[src/rtl/reg_dump_reader_if.sv]
// reg_dump_reader_if: groups the signals of the register-dump reader.
//   i_start     : one-cycle dump request
//   o_rd_addr   : address to the register file debug read port
//   i_rd_data   : combinational read data for o_rd_addr
//   o_tx_data   : byte presented to the UART transmitter
//   o_tx_start  : one-cycle pulse asking the UART to send o_tx_data
//   i_tx_done   : one-cycle pulse when the UART has sent the byte
//   o_busy      : high while a dump is in progress
//   o_done      : one-cycle pulse after the final byte completes
// Modports: master = the reader itself, slave = register file / UART side.
interface reg_dump_reader_if #(
  parameter int NB_DATA = 32,
  parameter int NB_ADDR = 5,
  parameter int NB_BYTE = 8
);
  logic               i_start;
  logic [NB_ADDR-1:0] o_rd_addr;
  logic [NB_DATA-1:0] i_rd_data;
  logic [NB_BYTE-1:0] o_tx_data;
  logic               o_tx_start;
  logic               i_tx_done;
  logic               o_busy;
  logic               o_done;

  modport master (
    input  i_start, i_rd_data, i_tx_done,
    output o_rd_addr, o_tx_data, o_tx_start, o_busy, o_done
  );

  modport slave (
    output i_start, i_rd_data, i_tx_done,
    input  o_rd_addr, o_tx_data, o_tx_start, o_busy, o_done
  );
endinterface

[src/rtl/reg_dump_reader.sv]
// reg_dump_reader: on a start pulse, walks every register address through
// the register file's asynchronous debug read port, snapshots each word and
// streams it MSB byte first to the UART TX with a start/done handshake.
// Ports:
//   clk     : system clock, rising edge
//   i_reset : asynchronous active-low reset
//   bus     : reg_dump_reader_if.master (start, read port, UART TX, status)
// The interface instance must use the same NB_* parameters as this module.
module reg_dump_reader #(
  parameter int NB_DATA = 32,
  parameter int NB_ADDR = 5,
  parameter int NB_BYTE = 8
) (
  input logic                clk,
  input logic                i_reset,
  reg_dump_reader_if.master  bus
);

  localparam int NB_BYTES = NB_DATA / NB_BYTE;
  localparam int NB_CNT   = (NB_BYTES > 1) ? $clog2(NB_BYTES) : 1;

  localparam logic [2:0] ST_IDLE = 3'd0;
  localparam logic [2:0] ST_LOAD = 3'd1;
  localparam logic [2:0] ST_SEND = 3'd2;
  localparam logic [2:0] ST_WAIT = 3'd3;
  localparam logic [2:0] ST_DONE = 3'd4;

  logic [2:0]         state_q,    state_d;
  logic [NB_ADDR-1:0] addr_q,     addr_d;
  logic [NB_CNT-1:0]  byte_cnt_q, byte_cnt_d;
  logic [NB_DATA-1:0] data_q,     data_d;

  logic               byte_last;
  logic               addr_last;
  logic [NB_DATA-1:0] tx_word;

  assign byte_last = (byte_cnt_q == NB_CNT'(NB_BYTES - 1));
  assign addr_last = (addr_q == '1);

  always_comb begin
    // NOTE: every signal gets a default first so no path leaves it unassigned,
    // which would otherwise infer a latch.
    state_d    = state_q;
    addr_d     = addr_q;
    byte_cnt_d = byte_cnt_q;
    data_d     = data_q;

    case (state_q)
      ST_IDLE: begin
        if (bus.i_start) begin
          addr_d  = '0;
          state_d = ST_LOAD;
        end
      end
      ST_LOAD: begin
        // The snapshot isolates the word being sent from later register writes.
        data_d     = bus.i_rd_data;
        byte_cnt_d = '0;
        state_d    = ST_SEND;
      end
      ST_SEND: begin
        // A done pulse coinciding with tx_start belongs to no byte; ignore it.
        state_d = ST_WAIT;
      end
      ST_WAIT: begin
        if (bus.i_tx_done) begin
          if (!byte_last) begin
            byte_cnt_d = byte_cnt_q + 1'b1;
            state_d    = ST_SEND;
          end else if (!addr_last) begin
            addr_d  = addr_q + 1'b1;
            state_d = ST_LOAD;
          end else begin
            state_d = ST_DONE;
          end
        end
      end
      ST_DONE: begin
        // addr is left at its final value until the next start.
        state_d = ST_IDLE;
      end
      default: state_d = ST_IDLE;
    endcase
  end

  // NOTE: sequential state uses non-blocking assignments so every flop samples
  // the pre-edge values regardless of statement order.
  always_ff @(posedge clk or negedge i_reset) begin
    if (!i_reset) begin
      state_q    <= ST_IDLE;
      addr_q     <= '0;
      byte_cnt_q <= '0;
      data_q     <= '0;
    end else begin
      state_q    <= state_d;
      addr_q     <= addr_d;
      byte_cnt_q <= byte_cnt_d;
      data_q     <= data_d;
    end
  end

  // MSB-first byte selection: shift the chosen byte to the top of the word.
  assign tx_word = data_q << (byte_cnt_q * NB_BYTE);

  assign bus.o_rd_addr  = addr_q;
  assign bus.o_tx_data  = tx_word[NB_DATA-1 -: NB_BYTE];
  assign bus.o_tx_start = (state_q == ST_SEND);
  assign bus.o_busy     = (state_q != ST_IDLE);
  assign bus.o_done     = (state_q == ST_DONE);

endmodule

[src/flat_wrapper.sv]
// flat-port wrapper written by rule: the top's interface ports become plain ports
module reg_dump_reader_flat 
#(
  parameter int NB_DATA = 32,
  parameter int NB_ADDR = 5,
  parameter int NB_BYTE = 8
)
  (clk, i_reset, bus_i_start, bus_i_rd_data, bus_i_tx_done, bus_o_rd_addr, bus_o_tx_data, bus_o_tx_start, bus_o_busy, bus_o_done);
  reg_dump_reader_if #(.NB_DATA(NB_DATA), .NB_ADDR(NB_ADDR), .NB_BYTE(NB_BYTE)) bus_i ();
  input logic clk;
  input logic i_reset;
  input wire logic [$bits(bus_i.i_start)-1:0] bus_i_start;
  input wire logic [$bits(bus_i.i_rd_data)-1:0] bus_i_rd_data;
  input wire logic [$bits(bus_i.i_tx_done)-1:0] bus_i_tx_done;
  output wire logic [$bits(bus_i.o_rd_addr)-1:0] bus_o_rd_addr;
  output wire logic [$bits(bus_i.o_tx_data)-1:0] bus_o_tx_data;
  output wire logic [$bits(bus_i.o_tx_start)-1:0] bus_o_tx_start;
  output wire logic [$bits(bus_i.o_busy)-1:0] bus_o_busy;
  output wire logic [$bits(bus_i.o_done)-1:0] bus_o_done;
  assign bus_i.i_start = bus_i_start;
  assign bus_i.i_rd_data = bus_i_rd_data;
  assign bus_i.i_tx_done = bus_i_tx_done;
  assign bus_o_rd_addr = bus_i.o_rd_addr;
  assign bus_o_tx_data = bus_i.o_tx_data;
  assign bus_o_tx_start = bus_i.o_tx_start;
  assign bus_o_busy = bus_i.o_busy;
  assign bus_o_done = bus_i.o_done;
  reg_dump_reader #(.NB_DATA(NB_DATA), .NB_ADDR(NB_ADDR), .NB_BYTE(NB_BYTE)) u_core (.clk(clk), .i_reset(i_reset), .bus(bus_i));
endmodule
[config.mk]
export PLATFORM = sky130hd
export DESIGN_NAME = reg_dump_reader_flat
export DESIGN_NICKNAME = d
export VERILOG_FILES = /design/src/rtl/reg_dump_reader_if.sv /design/src/rtl/reg_dump_reader.sv /design/src/flat_wrapper.sv
export SDC_FILE = /design/constraint.sdc
export NUM_CORES = 1
export LEC_CHECK = 0
export ABC_AREA = 1
export CAP_MARGIN = 10
export CELL_PAD_IN_SITES_DETAIL_PLACEMENT = 1
export CELL_PAD_IN_SITES_GLOBAL_PLACEMENT = 2
export CORE_ASPECT_RATIO = 1.5
export CORE_MARGIN = 2
export CORE_UTILIZATION = 27
export DETAILED_ROUTE_END_ITERATION = 12
export GPL_ROUTABILITY_DRIVEN = 1
export PLACE_DENSITY = 0.75
export SYNTH_ARGS = -nofsm -noshare
export SYNTH_HDL_FRONTEND = slang
export SYNTH_SLANG_ARGS = --single-unit
[constraint.sdc]
create_clock -name clk -period 1.8 [get_ports clk]
set_input_delay 0.18 -clock clk [delete_from_list [all_inputs] [get_ports clk]]
set_output_delay 0.18 -clock clk [all_outputs]
set_load 0.02 [all_outputs]
; ---- Word level (Yosys, flattened, before mapping)
; Index checks and enable logic that the tools add are counted.
[classes]
reduce_logical = 7
n_shift = 1
eq_ne = 11
mux = 13
add_sub_neg = 2
[op_table]
columns = operator, count
row1 = left shift 32 x 5 -> 32 bit, 1
row2 = two-way mux 5 bit, 4
row3 = two-way mux 3 bit, 4
row4 = one-hot mux 3 bit (4 select lines), 1
row5 = one-hot mux 5 bit (2 select lines), 1
row6 = "inequality test 2 bit, second input constant", 4
row7 = "equality test 3 x 2 -> 1 bit, second input constant", 2
row8 = "adder 5 x 1 -> 5 bit, second input constant", 1
row9 = "equality test 5 bit, second input constant", 1
row10 = AND reduction 5 bit, 1
row11 = two-way mux 2 bit, 2
row12 = one-hot mux 2 bit (2 select lines), 1
row13 = nonzero test 2 bit, 2
row14 = "equality test 3 x 1 -> 1 bit, second input constant", 1
row15 = "equality test 3 bit, second input constant", 1
row16 = logical NOT 3 bit, 1
row17 = AND reduction 3 bit, 1
row18 = nonzero test 3 bit, 1
row19 = "adder 2 x 1 -> 2 bit, second input constant", 1
row20 = "equality test 2 bit, second input constant", 1
row21 = "inequality test 2 x 1 -> 1 bit, second input constant", 1
row22 = AND reduction 2 bit, 1
[word_totals]
wordCells = 38
in_bits = 36
out_inout_bits = 16
regBits = 42

; ---- Depth between registers and ports, before layout
[logic_depth]
word_depth = 5
mapped_depth = 9
ltp_nobuf = 9

; ---- Worst setup path before layout
; OpenSTA, ideal clock, no wires.
[synth_path]
kind = reg2reg
startpoint = register u_core.addr_q[0] (netlist: u_core.bus.o_rd_addr[0])
endpoint = register u_core.addr_q[3] (netlist: u_core.bus.o_rd_addr[3])
path_slack_ns = 0.197
period_less_slack_ns = 1.603
path_buffers = 0
t_required_ns = 1.682
setup_ns = 0.118
path_stages_with_launch = 10
arrival_time_ns = 1.485
path_cell_list = dfrtp_1 > ha_1 > nand2_1 > nor2_1 > ha_1 > nand3b_1 > nand2_2 > nand2_4 > nand2_1 > nand2_1
[synth_via]
elab_chain_cells = 5
elab_cells_between_ends = 8
classes_between = add/sub: 1 / eq/ne: 2 / mux: 4 / reduce/logical: 1
[synth_lines]
columns = item, line
row1 = from (decl), reg_dump_reader.sv:29  ; logic [NB_ADDR-1:0] addr_q, addr_d;
row2 = from (signal assigned), reg_dump_reader.sv:96  ; addr_q <= addr_d;
row3 = adder 5 x 1 -> 5 bit, reg_dump_reader.sv:71  ; addr_d = addr_q + 1'b1;
row4 = two-way mux 5 bit, reg_dump_reader.sv:70  ; end else if (!addr_last) begin
row5 = two-way mux 5 bit, reg_dump_reader.sv:67  ; if (!byte_last) begin
row6 = two-way mux 5 bit, reg_dump_reader.sv:66  ; if (bus.i_tx_done) begin
row7 = one-hot mux 5 bit (2 select lines), reg_dump_reader.sv:48  ; case (state_q)
; Several ways; a longest one is shown, not always the timed one. The select of a mux whose other input is x is not followed.
; A chain may end at the register's enable or synchronous reset.

; ---- Worst setup path after layout
[layout_path]
startpoint = register u_core.byte_cnt_q[0]
endpoint = output bus_o_tx_data[7]
[layout_via]
elab_chain_cells = 1
[layout_lines]
columns = item, line
row1 = from (decl), reg_dump_reader.sv:30  ; logic [NB_CNT-1:0] byte_cnt_q, byte_cnt_d;
row2 = from (signal assigned), reg_dump_reader.sv:97  ; byte_cnt_q <= byte_cnt_d;
row3 = left shift 32 x 5 -> 32 bit, reg_dump_reader.sv:103  ; assign tx_word = data_q << (byte_cnt_q * NB_BYTE);
row4 = to (decl), flat_wrapper.sv:16  ; output wire logic [$bits(bus_i.o_tx_data)-1:0] bus_o_tx_data;
; Every way passes these cells.

==> results <==
-- registers in the layout (all words and copies together), names as in the netlist --
name,cells
u_core.data_q,32
u_core.bus.o_rd_addr,5
u_core.state_q,3
u_core.byte_cnt_q,2
-- per-layer routing --
layer | global-route usage [%] | vias up | share of wire [%]
li1 | - | 978 | -
met1 | 18.6 | 941 | 42
met2 | 27.5 | 37 | 53
met3 | 2.82 | 4 | 3.7
met4 | 5.38 | 0 | 1.2
met5 | 0 | - | 0
-- worst max path at each step --
stage / endpoint / depth (start not counted) / start
after floorplan: u_core.bus.o_rd_addr[3] / 9 / u_core.bus.o_rd_addr[0]
after global placement: bus_o_tx_data[7] / 4 / u_core.byte_cnt_q[1]
after detailed placement: bus_o_tx_data[7] / 4 / u_core.byte_cnt_q[1]
after CTS: bus_o_tx_data[7] / 4 / u_core.byte_cnt_q[1]
after global routing: bus_o_tx_data[7] / 5 / u_core.byte_cnt_q[0]
final: bus_o_tx_data[7] / 5 / u_core.byte_cnt_q[0]
-- timing repair --
item / in CTS / in global routing
hold endpoints to repair: 15 / 0
endpoints found under the setup margin: 11 / 9
resized for setup: 10 / 8
hold buffers: 1 / 0
-- final cells by class --
type / instances / area share, %
Sequential cell: 42 / 35.9
Multi-Input combinational cell: 196 / 31.3
Timing Repair Buffer: 67 / 21.9
Clock buffer: 7 / 4.87
Tap cell: 102 / 4.36
Inverter: 11 / 1.50
Clock inverter: 1 / 0.171
-- through the flow --
stage	setup slack (ps)	utilization (%)	instance area (sq um)	power [mW]	cells
final	104	39.0	2930	5.03	426
after global routing	6.16	39.0	2930	5.47	426
after CTS	29.0	39.0	2930	5.14	426
after detailed placement	49.3	37.0	2780	4.33	417
after global placement	75.2	37.0	2780	4.28	417
after floorplan	197	-	2070	3.17	262
-- Yosys cell counts --
master,n,area [sq um]
nand2_2,1,6.26
clkbuf_1,5,18.8
nand3_1,39,195
nand3b_1,3,22.5
nand2_1,91,342
inv_1,7,26.3
buf_2,8,40.0
o21ai_1,3,15.0
nor2_4,2,22.5
inv_4,1,6.26
nor2_1,22,82.6
o21ai_0,16,80.1
nand4_1,1,6.26
nor3_1,3,15.0
dfrtp_1,42,1050
nand2_4,3,33.8
o22ai_1,8,50.1
xnor2_1,1,8.76
inv_2,3,11.3
ha_1,3,37.5
-- where the power goes --
part | leakage [nW] | internal (mW) | switching (mW)
logic | 0.861 | 0.940 | 1.52
registers | 0.525 | 1.37 | 0.295
clock network | 0.0739 | 0.550 | 0.357
-- kinds of logic (layout without fill, tap and decap cells) --
family | count (synthesis) | after routing | synth area share, %
buffers and inverters | 24 | 86 | 4.96
DFF | 42 | 42 | 50.8
adders and majority gates | 3 | 3 | 1.81
and+or+nand+nor | 165 | 165 | 35.0
xor gates and xnor gates | 1 | 1 | 0.423
AOI/OAI and AO/OA | 27 | 27 | 7.01
==> flow_summary.ini <==
[outcome]
status = finished clean

[timing]
setup_tns_ps = 0
slew_headroom_pct = 73.6
finClkSkew_ps = 6.41
setup-violations-final = 0
finalCritPeriodShare_pct = 94.2
clock.fmax_mhz = 590
fin_crit_ps = 1700
rsz0062_at_grt = no
holdWs_ps = 365
max_slew.worst_pin.slew_ps = 396
drv_slew = 0
finalHoldViolations = 0

[synthesis]
synth_nets = 301
postSynthAreaPerCell_sq_um = 7.90
syn_inst = 262
yosysWarnings = 0
yosysSeqAreaShare_pct = 50.8
syn_area_sq_um = 2070
synth.distinct_cells = 20
synth-seq-cells = 42

[setup_path]
path_cells = inv_1, buf_4, o21ai_0, o22ai_1, dlygate4sd2_1
crit_path_top_delay_cell = dfrtp_1
r2r_cells = 9
max_stage_delay_ps = 390
cpLargestDelayFamily = buffers and inverters
critPathMaxFanout = 3
timing.rr.end = u_core.bus.o_rd_addr[3]
reg2reg_slack_ps = 210
cp.required_ps = 1620
path_buf_inv = 3
r2r_start = u_core.bus.o_rd_addr[0]
critPathLaunchType = flop
end_kind = output port
arrival_ps = 1520
crit_type = reg2out

[finish]
layout_commonest_cell = nand2_1
drive_gt1_share_pct = 11.4
multi_input_area_sq_um = 917
ff_latch_area_sq_um = 1050
area_growth_pct = 41.5
layout_common_cells = nand2_1, dfrtp_1, nand3_1, clkdlybuf4s50_1, nor2_1
fillers = 941
antennaDiodeCount = 0
final_nets = 362

[floorplan]
die_h_um = 111
io_pins = 52
start_util_pct = 27.6
rows = 39
die_w_um = 75.5
core-area_sq_um = 7510
die_area_sq_um = 8400

[hold_path]
hold_class = in2async

[route]
postRouteWirelength_mm = 5.98
vias = 1960
drt_iter0_drc = 68
detail_route.wl_per_cell_um = 14.0
final_antenna_net_count = 0
drc = 0
vias_per_cell = 4.60
dr.pass1.iters = 4

[pwr]
p_leak_nw = 1.46
powerDensity_nw_per_um2 = 1720
ir_drop_mv = 0.616

[clock_network]
cts_buffer_depth = 2
numCtsBuffers = 5
clkTransAtPathRegs_ps = 60
clk_latency_ps = 280
htreeDepth = 2
cts_tree = done
cts_root_buf = clkbuf_16
clock-sinks = 42
cts_setup_buffers = 0

[place]
place_congestion = 0.784
dp_hpwl_mm = 4.45
io_buffers = 51

[grt]
grt_use_total_pct = 15.7
grt_max_degree = 34
antenna_found_initial = 0
overflow = 0
grt_pass1_vias = 2137
grt_pass1_wl_mm = 10.2

[job]
maxCapViolCount = 0
Power figures use the tool's default switching activity.
